## src/rtl/dmem_bus_master_pkg.sv

```systemverilog
// rtl/dmem_bus_master_pkg.sv - shared constants, state type and store/align helpers for the data-memory master
package dmem_bus_master_pkg;

    localparam logic [2:0] F3_B  = 3'b000;
    localparam logic [2:0] F3_H  = 3'b001;
    localparam logic [2:0] F3_W  = 3'b010;
    localparam logic [2:0] F3_BU = 3'b100;
    localparam logic [2:0] F3_HU = 3'b101;

    localparam logic [6:0] LOAD  = 7'b0000011;
    localparam logic [6:0] STORE = 7'b0100011;

    typedef enum logic [1:0] {
        S_IDLE,
        S_REQ,
        S_RESP,
        S_DONE
    } state_t;

    // Halfwords need an even address, words a 4-byte aligned one; bytes never trap.
    function automatic logic addr_misaligned(input logic [2:0] f3, input logic [1:0] a);
        case (f3)
            F3_H, F3_HU: return a[0];
            F3_W:        return (a != 2'b00);
            default:     return 1'b0;
        endcase
    endfunction

    // Byte strobes for a store; unknown widths fall back to a full word.
    function automatic logic [3:0] store_strb(input logic [2:0] f3, input logic [1:0] lane);
        case (f3)
            F3_B:    return 4'b0001 << lane;
            F3_H:    return 4'b0011 << lane;
            default: return 4'b1111;
        endcase
    endfunction

    // Replicate the right-aligned store data across every lane it could land in.
    function automatic logic [31:0] store_data(input logic [2:0] f3, input logic [31:0] d);
        case (f3)
            F3_B:    return {4{d[7:0]}};
            F3_H:    return {2{d[15:0]}};
            default: return d;
        endcase
    endfunction

endpackage

```

## src/rtl/dmem_bus_master_lsu_load_format.sv

```systemverilog
// rtl/dmem_bus_master_lsu_load_format.sv - lane select and sign/zero extension of load data
module lsu_load_format
    import dmem_bus_master_pkg::*;
(
    input  logic [31:0] rdata,
    input  logic [1:0]  lane,
    input  logic [2:0]  funct3,
    output logic [31:0] data
);

    logic [7:0]  byte_sel;
    logic [15:0] half_sel;

    // Pick the addressed byte/half and extend it according to the load width.
    always_comb begin
        case (lane)
            2'd0:    byte_sel = rdata[7:0];
            2'd1:    byte_sel = rdata[15:8];
            2'd2:    byte_sel = rdata[23:16];
            default: byte_sel = rdata[31:24];
        endcase
        half_sel = lane[1] ? rdata[31:16] : rdata[15:0];
        case (funct3)
            F3_B:    data = {{24{byte_sel[7]}}, byte_sel};
            F3_BU:   data = {24'd0, byte_sel};
            F3_H:    data = {{16{half_sel[15]}}, half_sel};
            F3_HU:   data = {16'd0, half_sel};
            default: data = rdata;
        endcase
    end

endmodule

```

## src/rtl/dmem_bus_master.sv

```systemverilog
// rtl/dmem_bus_master.sv - single-outstanding MEM-stage load/store controller on a valid/grant/rvalid bus
module dmem_bus_master #(
    parameter int ADDR_W  = 32,
    parameter int TIMEOUT = 255
) (
    input  logic              clk,
    input  logic              rst_n,
    input  logic              req_valid,
    input  logic              req_write,
    input  logic [2:0]        req_funct3,
    input  logic [ADDR_W-1:0] req_addr,
    input  logic [31:0]       req_wdata,
    input  logic [4:0]        req_rd,
    output logic              mem_read_write,
    output logic              done,
    output logic              wb_reg_write,
    output logic [4:0]        wb_rd,
    output logic [31:0]       wb_data,
    output logic              misaligned,
    output logic              fault,
    output logic              bus_req,
    output logic              bus_we,
    output logic [ADDR_W-1:0] bus_addr,
    output logic [3:0]        bus_wstrb,
    output logic [31:0]       bus_wdata,
    input  logic              bus_gnt,
    input  logic              bus_rvalid,
    input  logic [31:0]       bus_rdata,
    input  logic              bus_err
);
    import dmem_bus_master_pkg::*;

    // The counter value seen in the last permitted REQ/RESP cycle.
    localparam logic [15:0] TMAX = 16'(TIMEOUT - 1);

    state_t      state;
    logic        is_write;
    logic [2:0]  f3;
    logic [1:0]  lane;
    logic [15:0] tcnt;
    logic        req_mis;
    logic        tmo;
    logic [31:0] fmt_data;

    assign req_mis = addr_misaligned(req_funct3, req_addr[1:0]);
    assign tmo     = (tcnt == TMAX);

    lsu_load_format u_fmt (
        .rdata  (bus_rdata),
        .lane   (lane),
        .funct3 (f3),
        .data   (fmt_data)
    );

    // Stall and misalignment decode: in IDLE these reflect the instruction sitting in EX/MEM.
    always_comb begin
        mem_read_write = 1'b0;
        misaligned     = 1'b0;
        case (state)
            S_IDLE: begin
                mem_read_write = req_valid & ~req_mis;
                misaligned     = req_valid & req_mis;
            end
            S_REQ, S_RESP: mem_read_write = 1'b1;
            default: ;
        endcase
    end

    // Access FSM with registered bus and writeback outputs; completion flags live for the DONE cycle only.
    always_ff @(posedge clk or negedge rst_n) begin
        if (!rst_n) begin
            state        <= S_IDLE;
            is_write     <= 1'b0;
            f3           <= 3'd0;
            lane         <= 2'd0;
            tcnt         <= 16'd0;
            done         <= 1'b0;
            fault        <= 1'b0;
            wb_reg_write <= 1'b0;
            wb_rd        <= 5'd0;
            wb_data      <= 32'd0;
            bus_req      <= 1'b0;
            bus_we       <= 1'b0;
            bus_addr     <= '0;
            bus_wstrb    <= 4'd0;
            bus_wdata    <= 32'd0;
        end else begin
            done         <= 1'b0;
            fault        <= 1'b0;
            wb_reg_write <= 1'b0;
            case (state)
                S_IDLE: begin
                    if (req_valid && !req_mis) begin
                        is_write  <= req_write;
                        f3        <= req_funct3;
                        lane      <= req_addr[1:0];
                        wb_rd     <= req_rd;
                        tcnt      <= 16'd0;
                        bus_req   <= 1'b1;
                        bus_we    <= req_write;
                        bus_addr  <= {req_addr[ADDR_W-1:2], 2'b00};
                        bus_wstrb <= req_write ? store_strb(req_funct3, req_addr[1:0]) : 4'd0;
                        bus_wdata <= req_write ? store_data(req_funct3, req_wdata) : 32'd0;
                        state     <= S_REQ;
                    end
                end
                S_REQ: begin
                    tcnt <= tcnt + 16'd1;
                    if (bus_gnt && is_write) begin
                        bus_req <= 1'b0;
                        done    <= 1'b1;
                        fault   <= bus_err;
                        state   <= S_DONE;
                    end else if (tmo) begin
                        bus_req <= 1'b0;
                        done    <= 1'b1;
                        fault   <= 1'b1;
                        state   <= S_DONE;
                    end else if (bus_gnt) begin
                        bus_req <= 1'b0;
                        state   <= S_RESP;
                    end
                end
                S_RESP: begin
                    tcnt <= tcnt + 16'd1;
                    if (bus_rvalid) begin
                        wb_data      <= fmt_data;
                        done         <= 1'b1;
                        fault        <= bus_err;
                        wb_reg_write <= ~bus_err & (wb_rd != 5'd0);
                        state        <= S_DONE;
                    end else if (tmo) begin
                        done  <= 1'b1;
                        fault <= 1'b1;
                        state <= S_DONE;
                    end
                end
                S_DONE:  state <= S_IDLE;
                default: state <= S_IDLE;
            endcase
        end
    end

endmodule

```

## config.mk

```make
export PLATFORM = sky130hd
export DESIGN_NAME = dmem_bus_master
export DESIGN_NICKNAME = d
export VERILOG_FILES = /design/src/rtl/dmem_bus_master_pkg.sv /design/src/rtl/dmem_bus_master_lsu_load_format.sv /design/src/rtl/dmem_bus_master.sv
export SDC_FILE = /design/constraint.sdc
export NUM_CORES = 1
export LEC_CHECK = 0
export CORE_UTILIZATION = 45
export DETAILED_ROUTE_END_ITERATION = 7
export PLACE_DENSITY = 0.77
export SLEW_MARGIN = 40
export SYNTH_ARGS = -nofsm -noshare
export SYNTH_HDL_FRONTEND = slang
export SYNTH_SLANG_ARGS = --single-unit
```

## constraint.sdc

```tcl
create_clock -name clk -period 3.9 [get_ports clk]
set_clock_uncertainty 0.15 [all_clocks]
set_input_delay 0.78 -clock clk [delete_from_list [all_inputs] [get_ports clk]]
set_output_delay 0.78 -clock clk [all_outputs]
set_load 0.05 [all_outputs]
```

* Yosys cells after proc, flatten, opt, wreduce, memory -nomap -nowiden
Cells that the tools add are included.
W data, S select, Z words.
** Storage, ports and cells
- Input port bits :: 111
- Bits in registers :: 131
- Logic and storage cells :: 88
- Output and inout bits :: 112
** Operators by class
- Multiplexer cells :: 33
- Bitwise operators :: 5
- Shift operators :: 2
- Eq/ne operators :: 15
- $add $sub $neg :: 1
- Reduce and logical (&&, ||, !) cells :: 18
** Operator list (count)
- $pmux W32 S4 :: 1
- $pmux W32 S2 :: 1
- $mux W16 :: 2
- $mux W32 :: 1
- $pmux W16 S2 :: 1
- $pmux W8 S3 :: 1
- $add A16 B1 Y16 const B :: 1
- $eq A16 B8 Y1 const B :: 1
- $mux W1 :: 12
- $mux W2 :: 6
- $pmux W1 S2 :: 5
- $eq A3 B3 Y1 const B :: 3
- $pmux W2 S4 :: 1
- $pmux W4 S2 :: 1
- $eq A2 B2 Y1 const B :: 3
- $eq A3 B1 Y1 const B :: 2
- $logic_not A3 Y1 :: 2
- $reduce_and A2 Y1 :: 3
- $reduce_and A3 Y1 :: 2
- $reduce_bool A2 Y1 :: 3
- $reduce_bool A5 Y1 :: 1
- $eq A2 B1 Y1 const B :: 2
- $logic_not A2 Y1 :: 2
- $mux W4 :: 1
- 11 further kinds :: 16

* Depth between registers and ports, before layout
- Depth after elaboration :: 7
- Depth in mapped cells :: 10
- Gate-level depth less buffers :: 6

* By module
A second synthesis with hierarchy kept.
** Second synthesis, totals
- Cell total of the unflattened synthesis :: 731
- Area total of the unflattened synthesis :: 6882.9 um2
** Modules (own cells, without submodules)
- dmem_bus_master :: instances 1, sequential area each 3278.1 um2, area an instance 5913.2 um2, cells each 598
- lsu_load_format :: instances 1, sequential area each 0.0 um2, area an instance 969.7 um2, cells each 133

* Worst setup path before layout
OpenSTA, ideal clock, no wires.
- Kind :: in2out
- Start :: in req_funct3[0]
- End :: out mem_read_write
- Data required time :: 2970 ps
- Data arrival time :: 2892 ps
- Buffers on the path :: 4
- Slack :: 78 ps
- Stages on the path :: 7
- Cell sequence :: buf_4 -> and4bb_4 -> or4_4 -> buf_6 -> buf_6 -> buf_2 -> a21oi_1
** Between the ends
- Word-level cells in the longest chain between the ends :: 6
- Elaborated cells between the ends (all ways) :: 8
- Classes of those cells :: 3 x eq/ne; 2 x mux; 2 x bitwise; 1 x reduce/logical
** RTL lines
- from (decl) :: line dmem_bus_master.sv:10 : input logic [2:0] req_funct3,
- $eq A3 B1 Y1 or $eq A3 B3 Y1 (tied branches) :: line dmem_bus_master_pkg.sv:22 : case (f3)
- $reduce_or A2 Y1 :: line dmem_bus_master_pkg.sv:22
- $pmux W1 S2 (*) :: line dmem_bus_master_pkg.sv:22
- $not A1 Y1 (*) :: line dmem_bus_master.sv:61 : mem_read_write = req_valid & ~req_mis;
- $and A1 B1 Y1 (*) :: line dmem_bus_master.sv:61
- $pmux W1 S2 (*) :: line dmem_bus_master.sv:59 : case (state)
- to (decl) :: line dmem_bus_master.sv:14 : output logic mem_read_write,
Mark *: on every way between the ends. The rest lies on a longest branch, timed or not.

* Worst setup path in the final report
- Start :: in req_addr[1]
- End :: out mem_read_write
** Between the ends
- Word-level cells in the longest chain between the ends :: 5
** RTL lines
- from (decl) :: line dmem_bus_master.sv:11 : input logic [ADDR_W-1:0] req_addr,
- $reduce_bool A2 Y1 :: line dmem_bus_master_pkg.sv:24 : F3_W: return (a != 2'b00);
- $pmux W1 S2 :: line dmem_bus_master_pkg.sv:22
- $not A1 Y1 :: line dmem_bus_master.sv:61
- $and A1 B1 Y1 :: line dmem_bus_master.sv:61
- $pmux W1 S2 :: line dmem_bus_master.sv:59
Every way passes these cells.

==> metrics.txt <==
TritonCTS clock tree=done; Setup TNS=0 ns; hold_ws=0.2285 ns; post-CTS setup repair buffer count=0; setup violators final=0; nets=1,036; Leak=4.278 nW; WS Path Type=in -> out; Post-Synth Simple-Gate Area=21.15%; ys async rst share=between 90% and 100%; worst flop-to-flop path endpoint=tcnt[11]$_DFFE_PN0P_; Core Rows=43; Die X=roughly 120 um; RSZ-0062 raised after global routing=no; CTS clk-pin slew, worst paths=0.06 ns; DR WL met2=9021 um; most common cell after layout, fill and taps aside=clkdlybuf4s50_1; critical path peak fanout=7; Setup WS post-layout=0.2980 ns; Placed Area=8845 um2; Die ar.=14,960 um2; met3 wire length=1386 um; post-synthesis cell type count=52; Root Driver=clkbuf_16; YS warnings=0; vias in the first global route=5,741; MaxCap Viol Count=0; Antenna diodes=0; Fillers=1,093; startpoint type of the worst setup path=input pin; Detail Placement HPWL=12,860 um; post-synthesis xor/xnor area fraction=0%; Avg WL per Cell=17.16 um; fin crit period=3.602 ns; ys flop type=dfrtp_1; Tot Pwr=around 9 mW; Post-Synth Adder-Cell Area=1.345%; post-layout util=67.98%; mux cell area share after synthesis=6.590%; CP Capture Type=primary output; Post-CTS Hold Buffers=0; Die Y-Extent=122.3 um; post-CTS sizing=0; Mapped Cells=719; H-tree Lvls=4; sequential fraction of the synthesis area=between 50% and 60%; clock latency at the later pin of the worst-skew pair=between 0.4 and 0.5 ns; Crit-path slowest cell=clkdlybuf4s50_1; first-pass GRT wire length=29,860 um; Via density=5.402; Reg2Reg Setup Slack=1.04 ns; Top Layer Used=met4; CP top delay family=simple AND/OR/NAND/NOR gates; period utilisation layout=92.36%; ANT nets after route=0; routed vias=6,002; largest net degree at the start of global routing=about 120; Sink Count=131; drc violations=0; Hold Vio Cnt, Final=0; number of synthesized flops with an enable pin=0; commonest cells after routing, fill and taps aside=clkdlybuf4s50_1 (217), nand2_1 (193), dfrtp_1 (130), o21ai_0 (51), nand3_1 (36); DRT Wirelength=between 15,000 and 20,000 um; Mapped Avg Cell Area=9.058 um2; Worst Reg-to-Reg Cells=7; grt total ovfl=0; Buf/Inv on CP=2; crit-path max cell delay=0.55 ns; CP Data Required Time=between 2 and 3 ns; Cell Count Post-Placement=around 1.1k; crit-path cells=clkdlybuf4s50_1, and4bb_1, or4_4, a21oi_1, buf_12; synthesized cell area=6512 um2; gpl congestion=0.8310; share of post-route cells with drive strength above 1=7.626%; Pre-Repair DR Iteration Count=5; Max Slew Vio Count=0; FF-to-FF Start=state[0]$_DFFE_PN0P_; min-delay worst type=in -> async; Peak Freq=277.6 MHz; slew margin rel.=53.54%; design area=9509 um2; run status=finished clean; Max Root-Sink Buffers=2; Initial Util=46.56%; crit path DAT=2.67 ns; initial antenna violation count=0; post-synthesis register bit count=131; Worst-Margin Slew=0.6969 ns; Final Non-Filler Cells=1,111; post-synthesis compound-gate area fraction=15.91%; largest family of logic cells by synthesized area=simple AND/OR/NAND/NOR gates; peak supply drop=0.6082 mV; CP Depth=5; drt initial violations=425; CTS Buf Count=17; total track usage=between 20% and 30%; PwrDens=951.7 nW/um2; core area=13,990 um2; met1 wire length=8172 um; Ports=223; area delta synth->final=46.01%; pre-CTS setup slack=~0.35 ns; Port Buffers=220
## power by group
part           total [mW]  switching [mW]  internal, mW
logic                4.90            3.28          1.62
registers            2.36           0.412          1.95
clock network        1.79           0.593          1.20
total                9.05            4.28          4.77
## layer usage
layer / up-vias / GRT usage [%]
li1: 2877 / -
met1: 2855 / 34.96
met2: 238 / 40.66
met3: 32 / 6.645
met4: 0 / 9.146
met5: - / 0
## worst max path at each step
stage                             start        endpoint  slack (ns)
after global placement      req_addr[0]  mem_read_write        0.37
after global routing        req_addr[0]  mem_read_write        0.23
after detailed placement    req_addr[1]  mem_read_write        0.35
after CTS                   req_addr[1]  mem_read_write        0.32
final                       req_addr[1]  mem_read_write        0.30
after floorplan           req_funct3[0]  mem_read_write        0.08
## worst reg2reg max path: stages, from the launching register on
cell	delay [ns]
dfrtp_1	0.43
inv_1	0.14
ha_1	0.36
nand2_1	0.19
or4_4	0.59
buf_12	0.26
a2111oi_2	0.42
mux2i_1	0.23
## flip-flops by register name, summed over array words and instances (netlist names), 3 cells and up
name       cells
bus_wdata     32
wb_data       32
bus_addr      30
tcnt          16
wb_rd          5
bus_wstrb      4
f3             3
## cells in the mapped netlist (2+ instances only)
library cell  number  area share (%)
nand2_1          193              11
dfrtp_1          131              50
o21ai_0           51             3.9
nand3_1           36             2.8
a21oi_1           33             2.5
clkbuf_1          31             1.8
nor2_1            27             1.6
mux2i_1           26             4.0
o22ai_1           17             1.6
inv_1             16            0.92
a21o_1            15             1.7
mux2_2            15             2.6
buf_2             14             1.1
or3_1             10            0.96
a21boi_0           8            0.92
nand2b_1           8            0.77
ha_1               7             1.3
o211ai_1           7            0.81
o21ai_1            7            0.54
a211oi_1           5            0.58
and2_1             5            0.48
nand3b_1           5            0.58
a221oi_1           4            0.54
and4_1             4            0.54
a2111oi_2          3            0.69
buf_4              3            0.35
nand4_1            3            0.29
nor3_1             3            0.23
o21a_1             3            0.35
o221ai_1           3            0.40
a22oi_1            2            0.23
a2bb2oi_1          2            0.27
buf_6              2            0.35
nor2b_1            2            0.19
## layout make-up
class                           instances  area, um2  share of cell area (%)
Multi-Input combinational cell        521       2947                   30.99
Tap cell                              180      225.2                   2.368
Clock buffer                           18      429.2                   4.513
Timing Repair Buffer                  231       2335                   24.55
Sequential cell                       131       3279                   34.49
Clock inverter                         14      234.0                   2.461
Inverter                               16      60.06                  0.6316
## cells by family after synthesis
family                     count (synthesis)
AOI/OAI and AO/OA                        165
and+or+nand+nor                          306
other                                      1
adders and majority gates                  7
muxes                                     41
buffers and inverters                     68
DFF                                      131
Note: power is estimated with default switching activity, not from simulation.
